<file path="config.mk">
export PLATFORM = sky130hd
export DESIGN_NAME = gnrc_mem2mfifo
export DESIGN_NICKNAME = d
export VERILOG_FILES = /design/src/rtl/gnrc_mfifo_pkg.sv /design/src/rtl/gnrc_mfifo_tag_pipe.sv /design/src/rtl/gnrc_mem2mfifo.sv
export SDC_FILE = /design/constraint.sdc
export NUM_CORES = 1
export LEC_CHECK = 0
export CAP_MARGIN = 20
export CORE_MARGIN = 10
export CORE_UTILIZATION = 38
export CTS_CLUSTER_DIAMETER = 30
export DETAILED_ROUTE_END_ITERATION = 16
export GPL_TIMING_DRIVEN = 0
export HOLD_SLACK_MARGIN = 0.08
export MAX_ROUTING_LAYER = met4
export PLACE_DENSITY_LB_ADDON = 0.05
export REMOVE_ABC_BUFFERS = 1
export SLEW_MARGIN = 20
export SYNTH_ARGS = -nofsm -noshare
export SYNTH_HDL_FRONTEND = slang
export SYNTH_SLANG_ARGS = --single-unit
</file>
<file path="constraint.sdc">
create_clock -name clk_i -period 2.6 [get_ports clk_i]
set_input_delay 0.52 -clock clk_i [delete_from_list [all_inputs] [get_ports clk_i]]
set_output_delay 0.52 -clock clk_i [all_outputs]
set_load 0.01 [all_outputs]
</file>
<file path="src/rtl/gnrc_mfifo_pkg.sv">
// ============================================================================
// gnrc_mfifo_pkg : shared types and helpers for the multi-channel memory FIFO
// Revision: 1.0
// ============================================================================
`default_nettype none

package gnrc_mfifo_pkg;

   // Tag channel field is sized for the largest supported channel count
   localparam int unsigned MFIFO_CHW_MAX = 8;

   typedef struct packed {
      logic                     vld;
      logic [MFIFO_CHW_MAX-1:0] ch;
   } mfifo_tag_t;

   function automatic int unsigned ch_slice(input int unsigned k, input int unsigned cw);
      return k * cw;
   endfunction

endpackage

`default_nettype wire

</file>
<file path="src/rtl/gnrc_mfifo_tag_pipe.sv">
// ============================================================================
// gnrc_mfifo_tag_pipe : DELAY-deep read tag pipe with per-channel squash
// Revision: 1.0
// ============================================================================
`default_nettype none

module gnrc_mfifo_tag_pipe
   import gnrc_mfifo_pkg::*;
#(
   parameter int unsigned NCH   = 4,
   parameter int unsigned CHW   = 2,
   parameter int unsigned DELAY = 1
) (
   input  logic             clk_i,
   input  logic             rst_ni,
   input  mfifo_tag_t       tag_i,
   input  logic [NCH-1:0]   squash_i,
   output logic             vld_o,
   output logic [CHW-1:0]   ch_o
);

   mfifo_tag_t stage_q [DELAY];
   mfifo_tag_t stage_d [DELAY];

   function automatic mfifo_tag_t kill(input mfifo_tag_t t, input logic [NCH-1:0] sq);
      mfifo_tag_t r;
      r = t;
      for (int k = 0; k < NCH; k++) begin
         if (sq[k] && (t.ch == MFIFO_CHW_MAX'(k))) r.vld = 1'b0;
      end
      return r;
   endfunction

   always_comb begin
      stage_d[0] = kill(tag_i, squash_i);
      for (int i = 1; i < DELAY; i++) begin
         stage_d[i] = kill(stage_q[i-1], squash_i);
      end
   end

   always_ff @(posedge clk_i or negedge rst_ni) begin
      if (!rst_ni) begin
         for (int i = 0; i < DELAY; i++) stage_q[i] <= '0;
      end else begin
         stage_q <= stage_d;
      end
   end

   // A flush in the cycle a tag reaches the output still suppresses it
   assign vld_o = kill(stage_q[DELAY-1], squash_i).vld;
   assign ch_o  = stage_q[DELAY-1].ch[CHW-1:0];

endmodule

`default_nettype wire

</file>
<file path="src/rtl/gnrc_mem2mfifo.sv">
// ============================================================================
// gnrc_mem2mfifo : NCH logical FIFOs sharing one external 1W/1R RAM
// Revision: 1.0
// ============================================================================
`default_nettype none

module gnrc_mem2mfifo
   import gnrc_mfifo_pkg::*;
#(
   parameter  int unsigned DW    = 32,
   parameter  int unsigned NCH   = 4,
   parameter  int unsigned DP_CH = 16,
   parameter  int unsigned DELAY = 1,
   parameter  int unsigned AFULL = 12,
   localparam int unsigned CHW   = $clog2(NCH),
   localparam int unsigned PW    = $clog2(DP_CH),
   localparam int unsigned AW    = CHW + PW,
   localparam int unsigned CW    = $clog2(DP_CH + 1)
) (
   input  logic              clk_i,
   input  logic              rst_ni,
   input  logic [NCH-1:0]    flush_i,
   input  logic              wen_i,
   input  logic [CHW-1:0]    wch_i,
   input  logic [DW-1:0]     wdata_i,
   output logic              wack_o,
   input  logic              ren_i,
   input  logic [CHW-1:0]    rch_i,
   output logic              rack_o,
   output logic              rvalid_o,
   output logic [CHW-1:0]    rch_o,
   output logic [DW-1:0]     rdata_o,
   output logic [NCH-1:0]    full_o,
   output logic [NCH-1:0]    empty_o,
   output logic [NCH-1:0]    afull_o,
   output logic [NCH*CW-1:0] cnt_o,
   output logic              mem_wen_o,
   output logic [AW-1:0]     mem_waddr_o,
   output logic [DW-1:0]     mem_wdata_o,
   output logic              mem_ren_o,
   output logic [AW-1:0]     mem_raddr_o,
   input  logic [DW-1:0]     mem_rdata_i
);

   localparam int unsigned NPAD = 2 ** CHW;

   // Channel indices past NCH look permanently full and empty
   logic [NPAD-1:0] full_pad, empty_pad, flush_pad;
   logic [PW-1:0]   wptr_pad [NPAD];
   logic [PW-1:0]   rptr_pad [NPAD];
   mfifo_tag_t      tag_in;

   assign wack_o      = wen_i & ~full_pad[wch_i] & ~flush_pad[wch_i];
   assign rack_o      = ren_i & ~empty_pad[rch_i] & ~flush_pad[rch_i];
   assign mem_wen_o   = wack_o;
   assign mem_ren_o   = rack_o;
   assign mem_waddr_o = {wch_i, wptr_pad[wch_i]};
   assign mem_raddr_o = {rch_i, rptr_pad[rch_i]};
   assign mem_wdata_o = wdata_i;
   assign rdata_o     = mem_rdata_i;

   for (genvar k = 0; k < NPAD; k++) begin : g_pad
      if (k < NCH) begin : g_ch
         localparam int unsigned LSB = ch_slice(k, CW);

         logic [PW-1:0] wptr_q, wptr_d, rptr_q, rptr_d;
         logic [CW-1:0] cnt_q, cnt_d;
         logic          push, pop;

         assign push = wack_o & (wch_i == CHW'(k));
         assign pop  = rack_o & (rch_i == CHW'(k));

         always_comb begin
            wptr_d = wptr_q;
            rptr_d = rptr_q;
            cnt_d  = cnt_q;
            if (flush_i[k]) begin
               wptr_d = '0;
               rptr_d = '0;
               cnt_d  = '0;
            end else begin
               if (push) wptr_d = wptr_q + PW'(1);
               if (pop)  rptr_d = rptr_q + PW'(1);
               case ({push, pop})
                  2'b10:   cnt_d = cnt_q + CW'(1);
                  2'b01:   cnt_d = cnt_q - CW'(1);
                  default: cnt_d = cnt_q;
               endcase
            end
         end

         always_ff @(posedge clk_i or negedge rst_ni) begin
            if (!rst_ni) begin
               wptr_q <= '0;
               rptr_q <= '0;
               cnt_q  <= '0;
            end else begin
               wptr_q <= wptr_d;
               rptr_q <= rptr_d;
               cnt_q  <= cnt_d;
            end
         end

         assign full_o[k]          = (cnt_q == CW'(DP_CH));
         assign empty_o[k]         = (cnt_q == '0);
         assign afull_o[k]         = (cnt_q >= CW'(AFULL));
         assign cnt_o[LSB +: CW]   = cnt_q;
         assign full_pad[k]        = full_o[k];
         assign empty_pad[k]       = empty_o[k];
         assign flush_pad[k]       = flush_i[k];
         assign wptr_pad[k]        = wptr_q;
         assign rptr_pad[k]        = rptr_q;
      end else begin : g_none
         assign full_pad[k]  = 1'b1;
         assign empty_pad[k] = 1'b1;
         assign flush_pad[k] = 1'b0;
         assign wptr_pad[k]  = '0;
         assign rptr_pad[k]  = '0;
      end
   end

   assign tag_in.vld = rack_o;
   assign tag_in.ch  = MFIFO_CHW_MAX'(rch_i);

   gnrc_mfifo_tag_pipe #(
      .NCH   (NCH),
      .CHW   (CHW),
      .DELAY (DELAY)
   ) u_tag_pipe (
      .clk_i    (clk_i),
      .rst_ni   (rst_ni),
      .tag_i    (tag_in),
      .squash_i (flush_i),
      .vld_o    (rvalid_o),
      .ch_o     (rch_o)
   );

endmodule

`default_nettype wire

</file>
# --- After elaboration in Yosys (flattened, before gate mapping) ---
# Cells that the tools add are included.
totals:
  register_bits: 55
  input_bits: 76
  output_inout_bits: 115
classes:
  n_addsub: 16
  order_cmp: 8
  eq_ne: 21
  mux: 46
  bitwise_logic: 18
  reduce_logical: 28
ops:
  columns: ["op", "count"]
  rows:
  - ["$mux 4", 20]
  - ["$pmux 5 s2", 4]
  - ["$add 4x1->4 const B", 8]
  - ["$add 5x1->5 const B", 4]
  - ["$eq 2x2->1 const B", 10]
  - ["$eq 5x5->1 const B", 4]
  - ["$ge 5x4->1 const B", 4]
  - ["$logic_not 5->1", 4]
  - ["$mux 5", 4]
  - ["$sub 5x1->5 const B", 4]
  - ["$bmux 4 s2", 2]
  - ["$logic_not 8->1", 2]
  - ["$reduce_bool 2->1", 8]
  - ["$eq 2x1->1 const B", 7]
  - ["$and 1x1->1", 12]
  - ["$mux 1", 12]
  - ["$reduce_bool 3->1", 4]
  - ["$bmux 1 s2", 4]
  - ["$logic_and 1x1->1", 8]
  - ["$ge 3x3->1 const B", 2]
  - ["$lt 2x3->1 const B", 2]
  - ["$not 2->3", 2]
  - ["$logic_not 2->1", 2]
  - ["$not 1->1", 4]

# --- Logic depth before layout (Yosys ltp) ---
# Gate-level depths: netlist (run 1).
logic_depth:
  depth_word: 10
  ltp_mapped: 12
  mapped_depth_nobuf: 10

# --- Hierarchy ---
# From an unflattened synthesis (run 1), not the netlist that was laid out.
unflattened:
  hier_cells: 435
  hier_area_um2: 4380.5
modules_own_cells:
  columns: ["module", "n_inst", "cells_per_inst", "area_each_um2"]
  rows:
  - ["gnrc_mem2mfifo", 1, 416, 4037.6]
  - ["gnrc_mfifo_tag_pipe", 1, 19, 342.8]

# --- Worst setup path after synthesis (run 1) ---
# OpenSTA, ideal clock, no wires.
synth_timing:
  path_kind: "input-to-reg"
  startpoint: "input wch_i[1]"
  endpoint: "register g_pad[1].g_ch.cnt_q[4]"
  t_arrival_ps: 2877
  slack_ps: -356
  stages: 11
  path_buffers: 1
  cell_sequence: "buf_6 -> nand2b_4 -> a2111oi_4 -> or2_2 -> inv_1 -> ha_1 -> nor2b_1 -> o21a_1 -> or4_1 -> a21o_1 -> a21oi_1"
synth_via:
  elab_chain_len: 9
  word_cells_on_any_way: 15
synth_lines:
  columns: ["item", "line_no", "text"]
  rows:
  - ["from (decl)", "gnrc_mem2mfifo.sv:24", "input logic [CHW-1:0] wch_i,"]
  - ["$bmux 1 s2", "gnrc_mem2mfifo.sv:53", "assign wack_o = wen_i & ~full_pad[wch_i] & ~flush_pad[wch_i];"]
  - ["$mux 1 (not written as such)", "gnrc_mem2mfifo.sv:53", null]
  - ["$not 1->1", "gnrc_mem2mfifo.sv:53", null]
  - ["$and 1x1->1 (2 in series)", "gnrc_mem2mfifo.sv:53", null]
  - ["$and 1x1->1 *", "gnrc_mem2mfifo.sv:70", "assign push = wack_o & (wch_i == CHW'(k));"]
  - ["$eq 2x1->1 or $eq 2x2->1 (tied branches)", "gnrc_mem2mfifo.sv:84", "case ({push, pop})"]
  - ["$pmux 5 s2", "gnrc_mem2mfifo.sv:84", null]
  - ["$mux 5", "gnrc_mem2mfifo.sv:77", "if (flush_i[k]) begin"]
  - ["to (signal assigned)", "gnrc_mem2mfifo.sv:100", "cnt_q <= cnt_d;"]
  - ["to (decl)", "gnrc_mem2mfifo.sv:67", "logic [CW-1:0] cnt_q, cnt_d;"]
# Mark *: on every way between the ends. The rest lies on a longest branch, timed or not. The select of a mux whose other input is x is not followed.
# A chain may end at the register's enable or synchronous reset.

# --- Worst setup path after layout (run 1) ---
layout_timing:
  startpoint: "register g_pad[1].g_ch.cnt_q[0]"
  endpoint: "register g_pad[1].g_ch.cnt_q[4]"
layout_via:
  elab_chain_len: 10
  word_cells_on_any_way: 21
layout_lines:
  columns: ["item", "line_no"]
  rows:
  - ["$eq 5x5->1 or $logic_not 5->1 (tied branches)", "gnrc_mem2mfifo.sv:104, gnrc_mem2mfifo.sv:105"]
  - ["$bmux 1 s2, on equally long branches", "gnrc_mem2mfifo.sv:53, gnrc_mem2mfifo.sv:54"]
  - ["$mux 1, on equally long branches", "gnrc_mem2mfifo.sv:53, gnrc_mem2mfifo.sv:54"]
  - ["$not 1->1, on equally long branches", "gnrc_mem2mfifo.sv:53, gnrc_mem2mfifo.sv:54"]
  - ["$and 1x1->1, on equally long branches (2 in series)", "gnrc_mem2mfifo.sv:53, gnrc_mem2mfifo.sv:54"]
  - ["$and 1x1->1, on equally long branches", "gnrc_mem2mfifo.sv:70, gnrc_mem2mfifo.sv:71"]
  - ["$eq 2x1->1 or $eq 2x2->1 (tied branches)", "gnrc_mem2mfifo.sv:84"]
  - ["$pmux 5 s2", "gnrc_mem2mfifo.sv:84"]
  - ["$mux 5", "gnrc_mem2mfifo.sv:77"]
# Parallel ways exist; a longest one is shown, timed or not. The select of a mux whose other input is x is not followed.

==> results_dict.tcl, run 1 <==
set metrics [dict create \
    cap_violations 0 \
    ys_seq_area_share_pct 33.2 \
    slew_headroom_pct 60.2 \
    cts_root_buf "clkbuf_8" \
    cp_data_required_time_ps 2860 \
    syn_area_um2 4150 \
    die_h_um 124 \
    synth_top_area_cell "dfrtp_1" \
    synth_edf_count 0 \
    die_w_um 124 \
    first_pass_iters 4 \
    grt_max_degree 40 \
    fmax_ghz 0.369 \
    routed_wl_um 14000 \
    crit_fanout 4 \
    dp_hpwl_um 10700 \
    drive_gt1_share_pct 27.2 \
    ant_nets 0 \
    vdd_drop_max_v 0.000292 \
    hold_violations 0 \
    synthFlopType "dfrtp_1" \
    fin_tns_setup_ps -109 \
    wl_per_cell_um 24.2 \
    io_pins 191 \
    area_delta_synth_final_pct 18.3 \
    clk_path_buf_depth 2 \
    skew_ps 11.0 \
    final_cell_mix "nor2_1 (47), dfrtp_1 (43), clkdlybuf4s50_1 (40), buf_4 (28), ha_1 (19)" \
    clkTransAtPathRegs_ps 110 \
    clock_sinks 55 \
    drv_slew 0 \
    overflow 0 \
    r2r_setup_slack_ps -110 \
    cp.arrival_ps 2960 \
    worstSetupPathType "flop to flop" \
    layout.nets 536 \
    antenna_found_initial 0 \
    start_util_pct 38.6 \
    design.core.area_um2 10700 \
    syn_area_per_cell_um2 9.78 \
    async_flop_share_pct 100 \
    fin_crit_sh_pct 104 \
    cts_tree "built" \
    worst_slack_ps -109 \
    grt_pass1_vias 3109 \
    netlist.area_leader.share_pct 33.2 \
    min_period_ps 2710 \
    vias_per_cell 5.27 \
    power.density_nw_per_um2 523 \
    yosys-top-cells-area "dfrtp_1 (33%), buf_4 (13%), ha_1 (6.0%)" \
    place.gp.congestion 0.773 \
    start_kind "flop" \
    total_power_mw 2.57 \
    die-area_um2 15500 \
    rsz0062_at_grt "true" \
    h-tree-depth 2 \
    max_slew.worst_pin.slew_ps 593 \
    synth_cells 424 \
    outcome "complete, but fails checks" \
    yosys_warnings 0 \
    diodes 0 \
    track_usage_pct 18.0 \
    nFillCells 1052 \
    drc 0 \
    violations "setup timing" \
    synth-seq-cells 55 \
    core.rowCount 38 \
    mostFrequentLayoutCell "nor2_1" \
    min_path_type "input pin to flop" \
    detail_route.iter0.violations 113 \
    critPathCaptureType "flop" \
    cts_buffers 5 \
    p_leak_nw 2.15 \
    synth_cell_type_count 53 \
    vias 3042 \
    setup_viol 1 \
    grt_pass1_wl_um 21000 \
    io_buffers 62 \
    insertion_delay_ps 320 \
]
==> area by class of cell <==
type	instances	area, um^2	share of cell area [%]
multi-input combinational	262	2290	46.7
inverter	19	73.8	1.50
tap	140	175	3.57
timing repair buffer	93	843	17.2
sequential	55	1390	28.3
clock inverter	2	60.1	1.22
clock buffer	6	72.6	1.48
==> kinds of logic (layout without fill, tap and decap cells) <==
logic type	after synthesis	after routing	share of synthesized area, %
multiplexers	23	23	8.27
AO/OA/AOI/OAI	61	61	11.3
adder cells (fa/ha/maj)	24	24	7.96
AND/OR/NAND/NOR	122	122	15.7
flip-flops	55	55	33.2
XOR/XNOR	32	32	7.12
buffers and inverters	107	120	16.5
==> flip-flops by register name (all words and copies together) (netlist names) <==
signal / flops
u_tag_pipe.ch_o: 2
g_pad.g_ch.cnt_q: 20
g_pad.g_ch.rptr_q: 16
g_pad.g_ch.wptr_q: 16
u_tag_pipe.stage_q: 1
==> power breakdown <==
group	switching, mW	total (mW)	internal (mW)
Combinational	0.396	0.846	0.450
Sequential	0.124	1.03	0.908
Clock	0.305	0.691	0.386
Total	0.824	2.57	1.74
==> final timing paths <==
kind,from,to,cells past startpoint
max in group asynchronous,rst_ni,g_pad[3].g_ch.cnt_q[1],3
hold reg to reg,g_pad[1].g_ch.wptr_q[3],g_pad[1].g_ch.wptr_q[3],2
setup / recovery,g_pad[1].g_ch.cnt_q[0],g_pad[1].g_ch.cnt_q[4],11
hold / removal,rch_i[1],u_tag_pipe.ch_o[1],1
min in group asynchronous,rst_ni,g_pad[0].g_ch.cnt_q[1],2
setup reg to reg,g_pad[1].g_ch.cnt_q[0],g_pad[1].g_ch.cnt_q[4],11
==> stage by stage <==
stage          instances  area (um^2)  worst slack [ps]  hold WS [ps]  utilization (%)
3_3_place_gp         538         4330             -1520           538             40.3
2_1_floorplan        336         3540              -401           224                -
6_report             577         4910              -109           470             45.7
4_1_cts              569         4800              -142           451             44.7
5_1_grt              577         4910              -194           453             45.7
3_5_place_dp         539         4350             -1570           420             40.5
==> what timing repair did <==
item                                    CTS  global route
pin swaps                                11            10
hold buffers                              1             0
buffers inserted                         21             8
endpoints found under the setup margin   40            13
hold endpoints to repair                 16             0
gates resized for setup                  90            26
==> routing by layer <==
metal | GRT usage [%] | vias to the layer above | wire, um
li1 | - | 1402 | -
met1 | 22.3 | 1489 | 6390
met2 | 23.0 | 146 | 5460
met3 | 13.6 | 5 | 2080
met4 | 2.26 | 0 | 57
met5 | - | - | 0
==> worst max-delay path: stages, from the launching register on <==
cell       delay [ps]
dfrtp_2           450
buf_12            140
nor4_4            360
a2111oi_4         140
or2_4             300
inv_4              70
ha_4              190
nor2b_4           120
o21a_1            180
or4_4             420
a21o_1            180
a21oi_2           110
==> cells in the mapped netlist (4+ instances only) <==
cell type	number
a21o_1	8
ha_1	20
a211oi_1	4
o21ai_0	13
nand4_1	4
buf_4	72
a21oi_1	16
inv_1	19
and2_1	5
nand2_1	14
fa_1	4
nor4b_1	4
nand3_1	5
mux2i_1	14
nor2_1	53
dfrtp_1	55
clkbuf_1	12
nor2b_1	5
xnor2_1	18
xor2_1	12
mux4_2	9
or4_1	5
or3_1	4
Power figures use the tool's default switching activity.
==> run 2: changes to the inputs <==
CORE_MARGIN = default   (was 10)
==> run 2 against run 1 <==
Net effect:
- the run still ends with setup timing left
- combinational power is 12% higher
- cell area is 4.4% higher
- critical path depth is 1 lower
- total power is 2.9% lower
- largest cell class unchanged
==> results_dict.tcl, run 2 (synthesis results as in run 1) <==
set metrics [dict create \
    outcome "complete, but fails checks" \
    violations "setup timing" \
    place.gp.congestion 0.784 \
    detail_route.iter0.violations 129 \
    h-tree-depth 2 \
    cts_tree "built" \
    rsz0062_at_grt "true" \
    path_common_cell "or4_4" \
    track_usage_pct 26.9 \
    wl_per_cell_um 24.6 \
    routed_wl_um 14600 \
    die-area_um2 11300 \
    layout.nets 555 \
    overflow 0 \
    multi_input_area_um2 2360 \
    power.density_nw_per_um2 487 \
    io_buffers 62 \
    cap_violations 0 \
    core.rowCount 37 \
    grt_max_degree 42 \
    top_regs "g_pad.g_ch.cnt_q: 20 flops, g_pad.g_ch.rptr_q: 16 flops, g_pad.g_ch.wptr_q: 16 flops" \
    grt_pass1_vias 3188 \
    vias_per_cell 5.39 \
    start_util_pct 39.6 \
    vdd_drop_max_v 0.000219 \
    setup_viol 1 \
    io_pins 191 \
    clkTransAtPathRegs_ps 110 \
    crit_buf_inv 1 \
    design.core.area_um2 10500 \
    min_path_type "input pin to flop" \
    largest_register_ffs 20 \
    antenna_found_initial 0 \
    crit_fanout 3 \
    final_cell_mix "nor2_1 (47), clkdlybuf4s50_1 (45), dfrtp_1 (38), buf_4 (36)" \
    worst_slack_ps -44.8 \
    p_leak_nw 2.21 \
    die_h_um 106 \
    mostFrequentLayoutCell "nor2_1" \
    fin_tns_setup_ps -44.8 \
    start_kind "flop" \
    max_slew.worst_pin.slew_ps 627 \
    cp_top_family "simple AND/OR/NAND/NOR gates" \
    cts_buffers 5 \
    drive_gt1_share_pct 33.1 \
    grt_pass1_wl_um 21400 \
    holdWs_ps 500 \
    skew_ps 16.8 \
    worstSetupPathType "flop to flop" \
    ff_latch_area_um2 1400 \
    die_w_um 106 \
    cp.arrival_ps 2890 \
    drc 0 \
    drv_slew 0 \
    max_stage_delay_ps 570 \
    min_period_ps 2640 \
    fin_crit_sh_pct 102 \
    hold_violations 0 \
    fmax_ghz 0.378 \
    ant_nets 0 \
    nFillCells 1012 \
    slew_headroom_pct 57.9 \
    diodes 0 \
    critPathCaptureType "flop" \
    first_pass_iters 4 \
    pre_cts_ws_ps -1460 \
    vias 3188 \
    area_delta_synth_final_pct 23.6 \
    cpMaxStageDelayCell "or4_4" \
    top_register "g_pad.g_ch.cnt_q" \
    total_power_mw 2.49 \
    crit_chain "or4_4, o21ai_4, or2_4, inv_4, ha_4, nor2b_4, o21a_1, or4_4, a21o_1, a21oi_1" \
    cp_data_required_time_ps 2850 \
    clock_sinks 55 \
    clk_path_buf_depth 2 \
    insertion_delay_ps 320 \
    cts_root_buf "clkbuf_8" \
    dp_hpwl_um 10800 \
]
==> run 2: changes by cell type in the layout (fill, tap and decap cells not counted), moves of 3 or more <==
cell             change
buf_6               +12
buf_4                +8
clkbuf_2             -4
buf_2                +3
dfrtp_1              -5
dlymetal6s2s_1       -3
inv_1                -3
dfrtp_2              +5
clkdlybuf4s50_1      +5
==> run 2: layout make-up <==
type	instances	area share (%)
Clock inverter	1	0.171
Timing Repair Buffer	112	19.9
Inverter	19	1.56
Tap cell	136	3.32
Clock buffer	7	1.68
Sequential cell	55	27.3
Multi-Input combinational cell	262	46.1
==> run 2: timing repair <==
action | CTS | global route
pin swaps | 20 | 15
hold endpoints to repair | 14 | 0
hold buffers | 1 | 0
setup buffers | 41 | 7
resized for setup | 111 | 37
setup endpoints to repair | 36 | 12
==> run 2: worst paths after layout <==
kind	startpoint	endpoint	slack (ps)	cells after the start
setup / recovery	g_pad[1].g_ch.cnt_q[2]	g_pad[1].g_ch.cnt_q[4]	-40	10
hold / removal	rch_i[1]	u_tag_pipe.ch_o[1]	500	1
setup reg to reg	g_pad[1].g_ch.cnt_q[2]	g_pad[1].g_ch.cnt_q[4]	-40	10
hold reg to reg	g_pad[3].g_ch.wptr_q[3]	g_pad[3].g_ch.wptr_q[3]	550	2
max in group asynchronous	rst_ni	g_pad[3].g_ch.cnt_q[0]	1480	3
min in group asynchronous	rst_ni	g_pad[0].g_ch.cnt_q[1]	610	2
==> run 2: metal layers <==
metal / up-vias / track usage (%) / routed length (um)
met5: - / - / 0
met4: 0 / 4.11 / 108
met3: 9 / 22.8 / 2830
met2: 175 / 35.9 / 6040
met1: 1560 / 30.8 / 5580
li1: 1444 / - / -
==> run 2: power by group <==
| part | total [mW] | switching, mW | internal (mW) |
|---|---|---|---|
| combinational | 0.948 | 0.428 | 0.520 |
| clock | 0.514 | 0.295 | 0.219 |
| sequential | 1.03 | 0.123 | 0.909 |
==> run 2: stage by stage <==
step                cell area (um^2)  cells  utilization, %
global placement                4330    534            41.4
floorplan                       3540    336               -
finish                          5120    592            49.0
CTS                             4940    585            47.2
global route                    5120    592            49.0
detailed placement              4350    535            41.6
==> run 2: worst reg2reg max path, cell delays in order, from the launching register on <==
cell and delay, ps:
dfrtp_2 450, or4_4 570, o21ai_4 150, or2_4 160, inv_4 40, ha_4 210
nor2b_4 120, o21a_1 180, or4_4 430, a21o_1 170, a21oi_1 110
==> run 3: changes to the inputs <==
CORE_UTILIZATION = 42   (was 38)
clock period = 2.5 ns   (was 2.6 ns; I/O delays follow)
==> run 3 against run 2 <==
Net effect:
- the flow still finishes with violations (setup timing)
- combinational power grew 2.3%
- cell count down 1.0%
- clock skew decreased by 2.6 ps
- total power grew 10%
- sequential power barely moved
- hold slack got worse by 19 ps
- fmax decreased by 0.47%
- utilization up 6.0 points
- register-to-register slack worse by 110 ps
- critical path type unchanged
- largest cell class unchanged
==> results_dict.tcl, run 3 (synthesis results as in run 1) <==
set metrics [dict create \
    outcome "complete, but fails checks" \
    violations "setup timing" \
    h-tree-depth 2 \
    hp-start "rch_i[0]" \
    holdWs_ps 480 \
    insertion_delay_ps 320 \
    grt_max_degree 41 \
    drive_gt1_share_pct 35.4 \
    total_power_mw 2.75 \
    vias_per_cell 5.60 \
    path_common_cell "or4_4" \
    ant_nets 0 \
    design.core.area_um2 9420 \
    diodes 0 \
    min_path_cells 1 \
    die_h_um 101 \
    drv_slew 0 \
    slew_headroom_pct 59.9 \
    cp_data_required_time_ps 2750 \
    top_regs "g_pad.g_ch.cnt_q: 20 flops, g_pad.g_ch.rptr_q: 16 flops, g_pad.g_ch.wptr_q: 16 flops" \
    fin_crit_sh_pct 106 \
    r2r_cells 10 \
    vias 3280 \
    layout.nets 556 \
    final_area_um2 5180 \
    fin_tns_setup_ps -402 \
    cts_root_buf "clkbuf_8" \
    first_pass_iters 5 \
    placed_area_um2 4340 \
    fmax_ghz 0.376 \
    clock_sinks 55 \
    min_period_ps 2660 \
    p_leak_nw 2.26 \
    crit_chain "or4_4, o21ai_4, or2_4, inv_4, ha_4, nor2b_4, o21a_1, or4_4, a21o_1, a21oi_2" \
    critPathCaptureType "flop" \
    grt_pass1_vias 3087 \
    io_pins 191 \
    vdd_drop_max_v 0.000240 \
    cp.arrival_ps 2910 \
    min_path_type "input pin to flop" \
    skew_ps 14.2 \
    cap_violations 0 \
    top_register "g_pad.g_ch.cnt_q" \
    area_delta_synth_final_pct 24.9 \
    rsz0062_at_grt "true" \
    cpMaxStageDelayCell "or4_4" \
    cts_buffers 5 \
    detail_route.iter0.violations 91 \
    crit_start "g_pad[1].g_ch.cnt_q[2]" \
    start_util_pct 44.1 \
    final_cell_count_no_fill 586 \
    wl_per_cell_um 25.3 \
    dp_hpwl_um 11000 \
    crit_fanout 3 \
    placed_cells_incl_taps 528 \
    routed_wl_um 14800 \
    power.density_nw_per_um2 531 \
    io_buffers 62 \
    place.gp.congestion 0.883 \
    max_stage_delay_ps 560 \
    hold_violations 0 \
    final_util_pct 55.0 \
    reg2reg_to "g_pad[1].g_ch.cnt_q[4]" \
    cts_tree "built" \
    worst_slack_ps -157 \
    grt_pass1_wl_um 21300 \
    die-area_um2 10300 \
    pre_cts_ws_ps -1530 \
    clkTransAtPathRegs_ps 110 \
    track_usage_pct 30.3 \
    worstSetupPathType "flop to flop" \
    die_w_um 101 \
    core.rowCount 35 \
    overflow 0 \
    start_kind "flop" \
    largest_register_ffs 20 \
    clk_path_buf_depth 2 \
    final_cell_mix "nor2_1 (46), buf_4 (44), dfrtp_1 (41), clkdlybuf4s50_1 (41), xnor2_1 (18)" \
    drc 0 \
    r2r_setup_slack_ps -160 \
    mostFrequentLayoutCell "nor2_1" \
    r2r_start "g_pad[1].g_ch.cnt_q[2]" \
    antenna_found_initial 0 \
    max_slew.worst_pin.slew_ps 597 \
    crit_end "g_pad[1].g_ch.cnt_q[4]" \
    setup_viol 4 \
]
-- run 3: cell types whose count changed in the layout (fill, tap and decap cells not counted), sizes merged --
cell,previous run,this run
clkinv,1,0
bufinv,0,2
buf,58,61
clkdlybuf4s50,45,41
dlymetal6s2s,1,2
-- run 3: worst min-delay path by stage --
stage	end
global route	u_tag_pipe.ch_o[1]
CTS	u_tag_pipe.ch_o[1]
finish	u_tag_pipe.ch_o[0]
floorplan	g_pad[0].g_ch.cnt_q[0]
detailed placement	g_pad[0].g_ch.rptr_q[0]
global placement	g_pad[3].g_ch.wptr_q[3]
-- run 3: repair_timing --
item / in CTS / in global routing
endpoints found under the setup margin: 41 / 12
pin swaps: 25 / 28
endpoints found under the hold margin: 15 / 0
resized for setup: 123 / 34
setup buffers: 37 / 13
hold buffers: 1 / 0
-- run 3: critical path, delay by kind of cell (launching register included) --
family                   cells  cell delay, ps
AND/OR/NAND/NOR              4            1260
AO/OA/AOI/OAI                4             640
flip-flops                   1             450
buffers and inverters        1              40
adder cells (fa/ha/maj)      1             210
-- run 3: layout make-up --
class                   instances  area (um^2)
fillers                       873         4240
multi-input cells             262         2420
flip-flops and latches         55         1390
repair buffers                113          992
well taps                     129          161
inverters                      19         80.1
clock buffers                   6         72.6
clock inverters                 2         60.1
-- run 3: power breakdown --
group | internal, mW | total (mW) | switching, mW
Sequential | 0.944 | 1.06 | 0.115
Combinational | 0.523 | 0.970 | 0.447
Clock | 0.401 | 0.722 | 0.321
-- run 3: metal layers --
layer  share of wire, %  routed length, um  track usage, %  vias up
met5                  0                  0               -        -
met4                1.2                185            6.35        0
met3                 20               2930            27.9       12
met2                 42               6300            41.7      202
met1                 37               5420            31.7     1611
li1                   -                  -               -     1455
